[src/rtl/dac_spi_pkg.sv]
// Shared types and constants for the DAC SPI driver: FSM states, frame layout and the slew helper.
package dac_spi_pkg;

  typedef enum logic [1:0] {IDLE, LOAD, SHIFT, GAP} state_t;

  localparam int         FRAME_BITS    = 16;
  localparam int         DATA_PAD      = 4;
  localparam logic [7:0] CODE_MIDSCALE = 8'd128;

  // Move cur toward tgt by at most step, landing exactly on tgt when closer than step.
  function automatic logic [7:0] slew_toward(input logic [7:0] cur, input logic [7:0] tgt,
                                             input logic [7:0] step);
    logic [7:0] diff;
    if (tgt > cur) begin
      diff = tgt - cur;
      return (diff > step) ? cur + step : tgt;
    end else begin
      diff = cur - tgt;
      return (diff > step) ? cur - step : tgt;
    end
  endfunction

endpackage

[src/rtl/dac_spi_driver_if.sv]
// Upstream code/force inputs, status outputs and the three SPI pins of the DAC driver.
interface dac_spi_driver_if;
  logic [7:0] code_in;
  logic       force_update;
  logic       dac_cs_n;
  logic       dac_sclk;
  logic       dac_din;
  logic       busy;
  logic       frame_done;
  logic [7:0] sent_code;

  modport master (output code_in, force_update,
                  input  dac_cs_n, dac_sclk, dac_din, busy, frame_done, sent_code);
  modport slave  (input  code_in, force_update,
                  output dac_cs_n, dac_sclk, dac_din, busy, frame_done, sent_code);
endinterface

[src/rtl/spi_shift_tx.sv]
// spi_shift_tx: 16-bit MSB-first SPI shifter, CLK_DIV clk per SCLK half-period, shifts on the falling edge.
// Latency: word loaded on start, done asserted in the last high-phase cycle; start while active restarts.
module spi_shift_tx
  import dac_spi_pkg::*;
#(
  parameter int CLK_DIV = 2
) (
  input  logic                  clk,
  input  logic                  reset_n,
  input  logic                  start,
  input  logic [FRAME_BITS-1:0] word,
  output logic                  sclk,
  output logic                  din,
  output logic                  done
);

  localparam int PW = (CLK_DIV > 1) ? $clog2(CLK_DIV) : 1;
  localparam int BW = $clog2(FRAME_BITS);

  logic                  active;
  logic [PW-1:0]         phase;
  logic [BW-1:0]         bit_cnt;
  logic [FRAME_BITS-1:0] shreg;
  logic                  phase_end;

  assign phase_end = (phase == PW'(CLK_DIV - 1));
  assign done      = active && phase_end && sclk && (bit_cnt == BW'(FRAME_BITS - 1));
  assign din       = shreg[FRAME_BITS-1];

  always_ff @(posedge clk or negedge reset_n) begin
    if (!reset_n) begin
      active  <= 1'b0;
      phase   <= '0;
      bit_cnt <= '0;
      shreg   <= '0;
      sclk    <= 1'b0;
    end else if (start) begin
      active  <= 1'b1;
      phase   <= '0;
      bit_cnt <= '0;
      shreg   <= word;
      sclk    <= 1'b0;
    end else if (active) begin
      if (phase_end) begin
        phase <= '0;
        if (!sclk) begin
          sclk <= 1'b1;
        end else begin
          // Falling edge: next bit appears while SCLK is low; zeros shift in so din rests low.
          sclk    <= 1'b0;
          shreg   <= {shreg[FRAME_BITS-2:0], 1'b0};
          bit_cnt <= bit_cnt + 1'b1;
          if (bit_cnt == BW'(FRAME_BITS - 1)) active <= 1'b0;
        end
      end else begin
        phase <= phase + 1'b1;
      end
    end
  end

endmodule

[src/rtl/dac_spi_driver.sv]
// dac_spi_driver: sends {CMD_WORD, code, 0000} to an SPI DAC on code change, force_update or refresh; DAC_SLEW_LIMIT_EN enables slew.
// Latency: IDLE->LOAD->32*CLK_DIV clk SHIFT->CS_GAP; no backpressure, code_in is only resampled in IDLE.
module dac_spi_driver
  import dac_spi_pkg::*;
#(
  parameter int         CLK_DIV        = 2,
  parameter logic [3:0] CMD_WORD       = 4'h3,
  parameter int         CS_GAP         = 4,
  parameter int         REFRESH_CYCLES = 50_000,
  parameter int         SLEW_STEP      = 16
) (
  input  logic             clk,
  input  logic             reset_n,
  dac_spi_driver_if.slave  bus
);

  localparam int TW = (REFRESH_CYCLES > 0) ? $clog2(REFRESH_CYCLES + 1) : 1;
  localparam int GW = (CS_GAP > 1) ? $clog2(CS_GAP) : 1;
  localparam logic [TW-1:0] REFRESH_MAX = TW'(REFRESH_CYCLES);

  state_t                state, state_d;
  logic                  cs_n_q;
  logic                  frame_done_q;
  logic [7:0]            sent_code_q;
  logic [7:0]            tx_code;
  logic [7:0]            tx_next;
  logic                  pend_force;
  logic [TW-1:0]         refresh_cnt;
  logic                  refresh_due;
  logic [GW-1:0]         gap_cnt;
  logic                  start;
  logic                  shift_done;
  logic [FRAME_BITS-1:0] word;

`ifdef DAC_SLEW_LIMIT_EN
  assign tx_next = slew_toward(sent_code_q, bus.code_in, 8'(SLEW_STEP));
`else
  logic [7:0] unused_step;
  assign unused_step = 8'(SLEW_STEP);
  assign tx_next     = bus.code_in;
`endif

  assign word        = {CMD_WORD, tx_next, {DATA_PAD{1'b0}}};
  assign refresh_due = (REFRESH_CYCLES != 0) && (refresh_cnt == REFRESH_MAX);

  spi_shift_tx #(.CLK_DIV(CLK_DIV)) u_shift (
    .clk     (clk),
    .reset_n (reset_n),
    .start   (start),
    .word    (word),
    .sclk    (bus.dac_sclk),
    .din     (bus.dac_din),
    .done    (shift_done)
  );

  always_comb begin
    state_d = state;
    start   = 1'b0;
    case (state)
      IDLE:  if (pend_force || (bus.code_in != sent_code_q) || refresh_due) state_d = LOAD;
      LOAD:  begin
        start   = 1'b1;
        state_d = SHIFT;
      end
      SHIFT: if (shift_done) state_d = GAP;
      GAP:   if (gap_cnt == GW'(CS_GAP - 1)) state_d = IDLE;
      default: state_d = IDLE;
    endcase
  end

  always_ff @(posedge clk or negedge reset_n) begin
    if (!reset_n) begin
      state        <= IDLE;
      cs_n_q       <= 1'b1;
      frame_done_q <= 1'b0;
      sent_code_q  <= CODE_MIDSCALE;
      tx_code      <= CODE_MIDSCALE;
      pend_force   <= 1'b1;
      refresh_cnt  <= '0;
      gap_cnt      <= '0;
    end else begin
      state        <= state_d;
      cs_n_q       <= (state_d != SHIFT);
      frame_done_q <= (state == SHIFT) && shift_done;
      if ((state == SHIFT) && shift_done) sent_code_q <= tx_code;
      if (state == LOAD) tx_code <= tx_next;
      // A pulse landing in LOAD must survive the clear so it yields its own frame.
      if (bus.force_update)    pend_force <= 1'b1;
      else if (state == LOAD)  pend_force <= 1'b0;
      if (frame_done_q)                                       refresh_cnt <= '0;
      else if ((state == IDLE) && (refresh_cnt != REFRESH_MAX)) refresh_cnt <= refresh_cnt + 1'b1;
      gap_cnt <= (state == GAP) ? gap_cnt + 1'b1 : '0;
    end
  end

  assign bus.dac_cs_n   = cs_n_q;
  assign bus.busy       = (state != IDLE);
  assign bus.frame_done = frame_done_q;
  assign bus.sent_code  = sent_code_q;

endmodule

[src/flat_wrapper.sv]
// flat-port wrapper written by rule: the top's interface ports become plain ports
module dac_spi_driver_flat import dac_spi_pkg::*;
#(
  parameter int         CLK_DIV        = 2,
  parameter logic [3:0] CMD_WORD       = 4'h3,
  parameter int         CS_GAP         = 4,
  parameter int         REFRESH_CYCLES = 50_000,
  parameter int         SLEW_STEP      = 16
)
  (clk, reset_n, bus_code_in, bus_force_update, bus_dac_cs_n, bus_dac_sclk, bus_dac_din, bus_busy, bus_frame_done, bus_sent_code);
  dac_spi_driver_if bus_i ();
  input  logic clk;
  input  logic reset_n;
  input wire logic [$bits(bus_i.code_in)-1:0] bus_code_in;
  input wire logic [$bits(bus_i.force_update)-1:0] bus_force_update;
  output wire logic [$bits(bus_i.dac_cs_n)-1:0] bus_dac_cs_n;
  output wire logic [$bits(bus_i.dac_sclk)-1:0] bus_dac_sclk;
  output wire logic [$bits(bus_i.dac_din)-1:0] bus_dac_din;
  output wire logic [$bits(bus_i.busy)-1:0] bus_busy;
  output wire logic [$bits(bus_i.frame_done)-1:0] bus_frame_done;
  output wire logic [$bits(bus_i.sent_code)-1:0] bus_sent_code;
  assign bus_i.code_in = bus_code_in;
  assign bus_i.force_update = bus_force_update;
  assign bus_dac_cs_n = bus_i.dac_cs_n;
  assign bus_dac_sclk = bus_i.dac_sclk;
  assign bus_dac_din = bus_i.dac_din;
  assign bus_busy = bus_i.busy;
  assign bus_frame_done = bus_i.frame_done;
  assign bus_sent_code = bus_i.sent_code;
  dac_spi_driver #(.CLK_DIV(CLK_DIV), .CMD_WORD(CMD_WORD), .CS_GAP(CS_GAP), .REFRESH_CYCLES(REFRESH_CYCLES), .SLEW_STEP(SLEW_STEP)) u_core (.clk(clk), .reset_n(reset_n), .bus(bus_i));
endmodule
[config.mk]
export PLATFORM = sky130hd
export DESIGN_NAME = dac_spi_driver_flat
export DESIGN_NICKNAME = d
export VERILOG_FILES = /design/src/rtl/dac_spi_pkg.sv /design/src/rtl/dac_spi_driver_if.sv /design/src/rtl/spi_shift_tx.sv /design/src/rtl/dac_spi_driver.sv /design/src/flat_wrapper.sv
export SDC_FILE = /design/constraint.sdc
export NUM_CORES = 1
export LEC_CHECK = 0
export ABC_AREA = 1
export CORE_MARGIN = 5
export CORE_UTILIZATION = 30
export CTS_CLUSTER_DIAMETER = 80
export CTS_CLUSTER_SIZE = 20
export DETAILED_ROUTE_END_ITERATION = 8
export PLACE_DENSITY_LB_ADDON = 0.08
export SETUP_SLACK_MARGIN = 0.5
export SLEW_MARGIN = 20
export SYNTH_ARGS = -nofsm -noshare
export SYNTH_HDL_FRONTEND = slang
export SYNTH_SLANG_ARGS = --single-unit
[constraint.sdc]
create_clock -name clk -period 1.85 [get_ports clk]
set_input_delay 0.2775 -clock clk [delete_from_list [all_inputs] [get_ports clk]]
set_output_delay 0.2775 -clock clk [all_outputs]
set_load 0.05 [all_outputs]
==> summary.txt <==
Run status
  • Outcome: completed

Layout
  • Final #Nets: 448
  • Final Util: 0.426
  • Non-Filler Instances: 567
  • Share of layout cells above drive strength 1: 0.297
  • Antenna diodes: 0
  • Area growth, synth to finish: 37.5%

Synth
  • Yosys top cell area share: 0.467
  • Avg Inst Size Synth: 7.99 sq um
  • FFs w/ async S/R, synth: 1.00
  • Yosys cell types: 31
  • Yosys warning total: 0
  • Flops & latches, synth: 58
  • Top cells by count, synth: nand2_1, dfrtp_1, inv_1
  • Yosys top cell by area: dfrtp_1
  • Post-Syn Instances: 362
  • Top_reg_cell synth: dfrtp_1
  • Syn_nets: 377
  • EDFF count, synth: 0
  • Post-synthesis sequential area ratio: 0.503
  • Largest cells by area after synthesis: dfrtp_1, nand2_1, inv_1
  • Top-count cell post-synth: nand2_1
  • Synth Cell Area: 2890 sq um

Timing
  • Final Hold Viols: 0
  • Slew of the pin with the lowest slew margin: 0.524 ns
  • Max-slew headroom: 0.651
  • Final Max Tran Viols: 0
  • Setup TNS: 0 ns
  • Max Freq: 645 MHz
  • Final setup viols: 0
  • RSZ-0062 raised after global routing: true
  • Period utilization: 0.839
  • Fin crit period: 1.55 ns
  • Clock Skew: 0.0132 ns

Worst setup path
  • CP endpoint kind: register
  • Setup CP Type: reg -> reg
  • Crit Path Max Fanout: 8
  • Slowest Stage Delay on Critical Path: 0.39 ns
  • Crit path launch type: register
  • Critical path buffers and inverters: 2
  • Crit path required time: 2.12 ns
  • Slowest stage cell, crit path: dfrtp_1
  • Delay-heaviest family, CP: simple AND/OR/NAND/NOR gates
  • Critical Path Most Common Cell: nor2_4
  • Critical Path, Cell by Cell: inv_2, ha_4, nand2_2, nor2_2, nand2_2, nor2_4, nor2_4, buf_8, nor2_4, nand2_1, nand2_1
  • Arrival time worst endpoint: 1.83 ns

Clock tree
  • Number of H-tree levels: 3
  • Sink Count: 58
  • CTS Buf Count: 9
  • Maximum root-to-sink buffer count: 2
  • TritonCTS clock tree: built
  • Clock Tree Root: clkbuf_8
  • Worst skew pair latency: 0.35 ns
  • Worst-path clk slew: 0.07 ns

Floorplanning
  • Die area: 11700 sq um
  • Core Region: 9330 sq um
  • Chip height: 108 microns
  • Cell row count: 35
  • Starting Density: 0.310
  • Die width: 108 microns
  • Io pins: 24

Placement
  • DP Wirelength: 4.87 mm
  • I/O Buffers: 23
  • GP Congestion: 0.775
  • Dpl cells: 515

Route
  • Pre-antenna DRT Iters: 5
  • Via density: 4.60
  • Initial DRC count: 86
  • Routed WL: 7.62 mm
  • WL/cell: 13.4 microns
  • DRC viols: 0
  • Vias: 2606
  • ANT nets after route: 0

Power and ir drop
  • Leakage: 1.89 nW
  • Maximum VDD drop: 440 uV
  • PwrDens: 714 nW/um^2
  • Power Total: 2.84 mW

Global route
  • GRT Total Usage: 0.140
  • Vias in the first global route: 2588
  • Gr ovfl total: 0
  • Initial antenna violation count: 0
  • First-pass GRT wire length: 12.7 mm
  • Largest net degree at the start of global routing: 59

Run
  • Max-Cap Viols: 0

Min path
  • Tightest Hold Check Type: reg -> reg
==> metal layers <==
layer	global-route usage	wire length, microns	vias up
met5	0	0	-
met4	0.0451	96	0
met3	0.0424	299	8
met2	0.224	3560	47
met1	0.180	3660	1235
li1	-	-	1316
==> flip-flops by register name (all words and copies together) (netlist names), 2 cells and up <==
| signal | flops |
|---|---|
| u_core.refresh_cnt | 16 |
| u_core.u_shift.shreg | 12 |
| u_core.bus.sent_code | 8 |
| u_core.tx_code | 8 |
| u_core.u_shift.bit_cnt | 4 |
| u_core.gap_cnt | 2 |
| u_core.state | 2 |
==> power breakdown <==
group          switching [mW]  total [mW]  leakage (nW)  internal, mW
logic                  0.0478      0.0814          1.02        0.0336
registers             0.00379        1.28         0.748          1.28
clock network           0.572        1.48         0.124         0.906
total                   0.624        2.84          1.89          2.22
==> worst paths after layout <==
kind,from,to,slack [ns],cells after the start
min in group asynchronous,reset_n,u_core.refresh_cnt[14]$_DFFE_PN0P_,0.45,3
max in group asynchronous,reset_n,u_core.bus.dac_cs_n$_DFF_PN1_,1.03,3
worst min register to register,u_core.gap_cnt[0]$_DFF_PN0_,u_core.gap_cnt[0]$_DFF_PN0_,0.44,1
worst max-delay path,u_core.refresh_cnt[0]$_DFFE_PN0P_,u_core.refresh_cnt[9]$_DFFE_PN0P_,0.30,11
worst max register to register,u_core.refresh_cnt[0]$_DFFE_PN0P_,u_core.refresh_cnt[9]$_DFFE_PN0P_,0.30,11
worst min-delay path,u_core.gap_cnt[0]$_DFF_PN0_,u_core.gap_cnt[0]$_DFF_PN0_,0.44,1
==> area by class of cell <==
cell class                 count  area [sq um]
timing repair buffer          68           568
fill                         937          5350
clock inverter                 7           125
tap                          129           161
inverter                      40           158
clock buffer                   9           124
sequential                    58          1470
multi-input combinational    256          1380
==> cells in the final DEF (no fill, tap or decap), types with 2 or more instances in the layout <==
cell type and count:
or2_2 3, clkinvlp_4 2, inv_1 32, buf_2 7, a21oi_1 4, nand4_1 16
buf_4 43, inv_2 6, nor2_4 6, xnor2_1 4, buf_8 3, nor2_2 3
ha_1 2, o21ai_0 20, nor2_1 30, o21ai_2 2, o211ai_1 4, dfrtp_2 7
clkinv_4 3, buf_6 4, dfstp_2 4, dfrtp_1 47, clkdlybuf4s50_1 9, nand3_1 24
nand3b_1 3, xor2_1 4, clkbuf_8 9, nand2_4 2, o21bai_1 3, bufinv_16 3
nand2_2 15, nand3_2 2, nand2_1 97
==> logic make-up (layout without fill, tap and decap cells) <==
logic type | Yosys count | after routing | synth area share
adders and majority gates | 4 | 4 | 0.0173
AOI/OAI and AO/OA | 41 | 41 | 0.0839
DFF | 58 | 58 | 0.503
buffers and inverters | 49 | 124 | 0.0679
and+or+nand+nor | 202 | 203 | 0.303
xor gates and xnor gates | 8 | 8 | 0.0242
==> through the flow <==
step / setup slack (ns) / area, sq um / hold slack, ns
2_1_floorplan: 0.381 / 2900 / -0.0181
3_3_place_gp: 0.165 / 3300 / 0.312
4_1_cts: 0.295 / 3730 / 0.439
5_1_grt: 0.175 / 3980 / 0.472
6_report: 0.299 / 3980 / 0.442
3_5_place_dp: 0.141 / 3300 / 0.314
==> what timing repair did <==
| action | 4_1_cts | 5_1_grt |
|---|---|---|
| hold buffers | 1 | 0 |
| gates cloned | 1 | 0 |
| hold endpoints to repair | 54 | 0 |
| buffers inserted | 15 | 19 |
| endpoints found under the setup margin | 46 | 42 |
| resized for setup | 35 | 46 |
| pin swaps | 18 | 16 |
(Power assumes the default switching activity.)
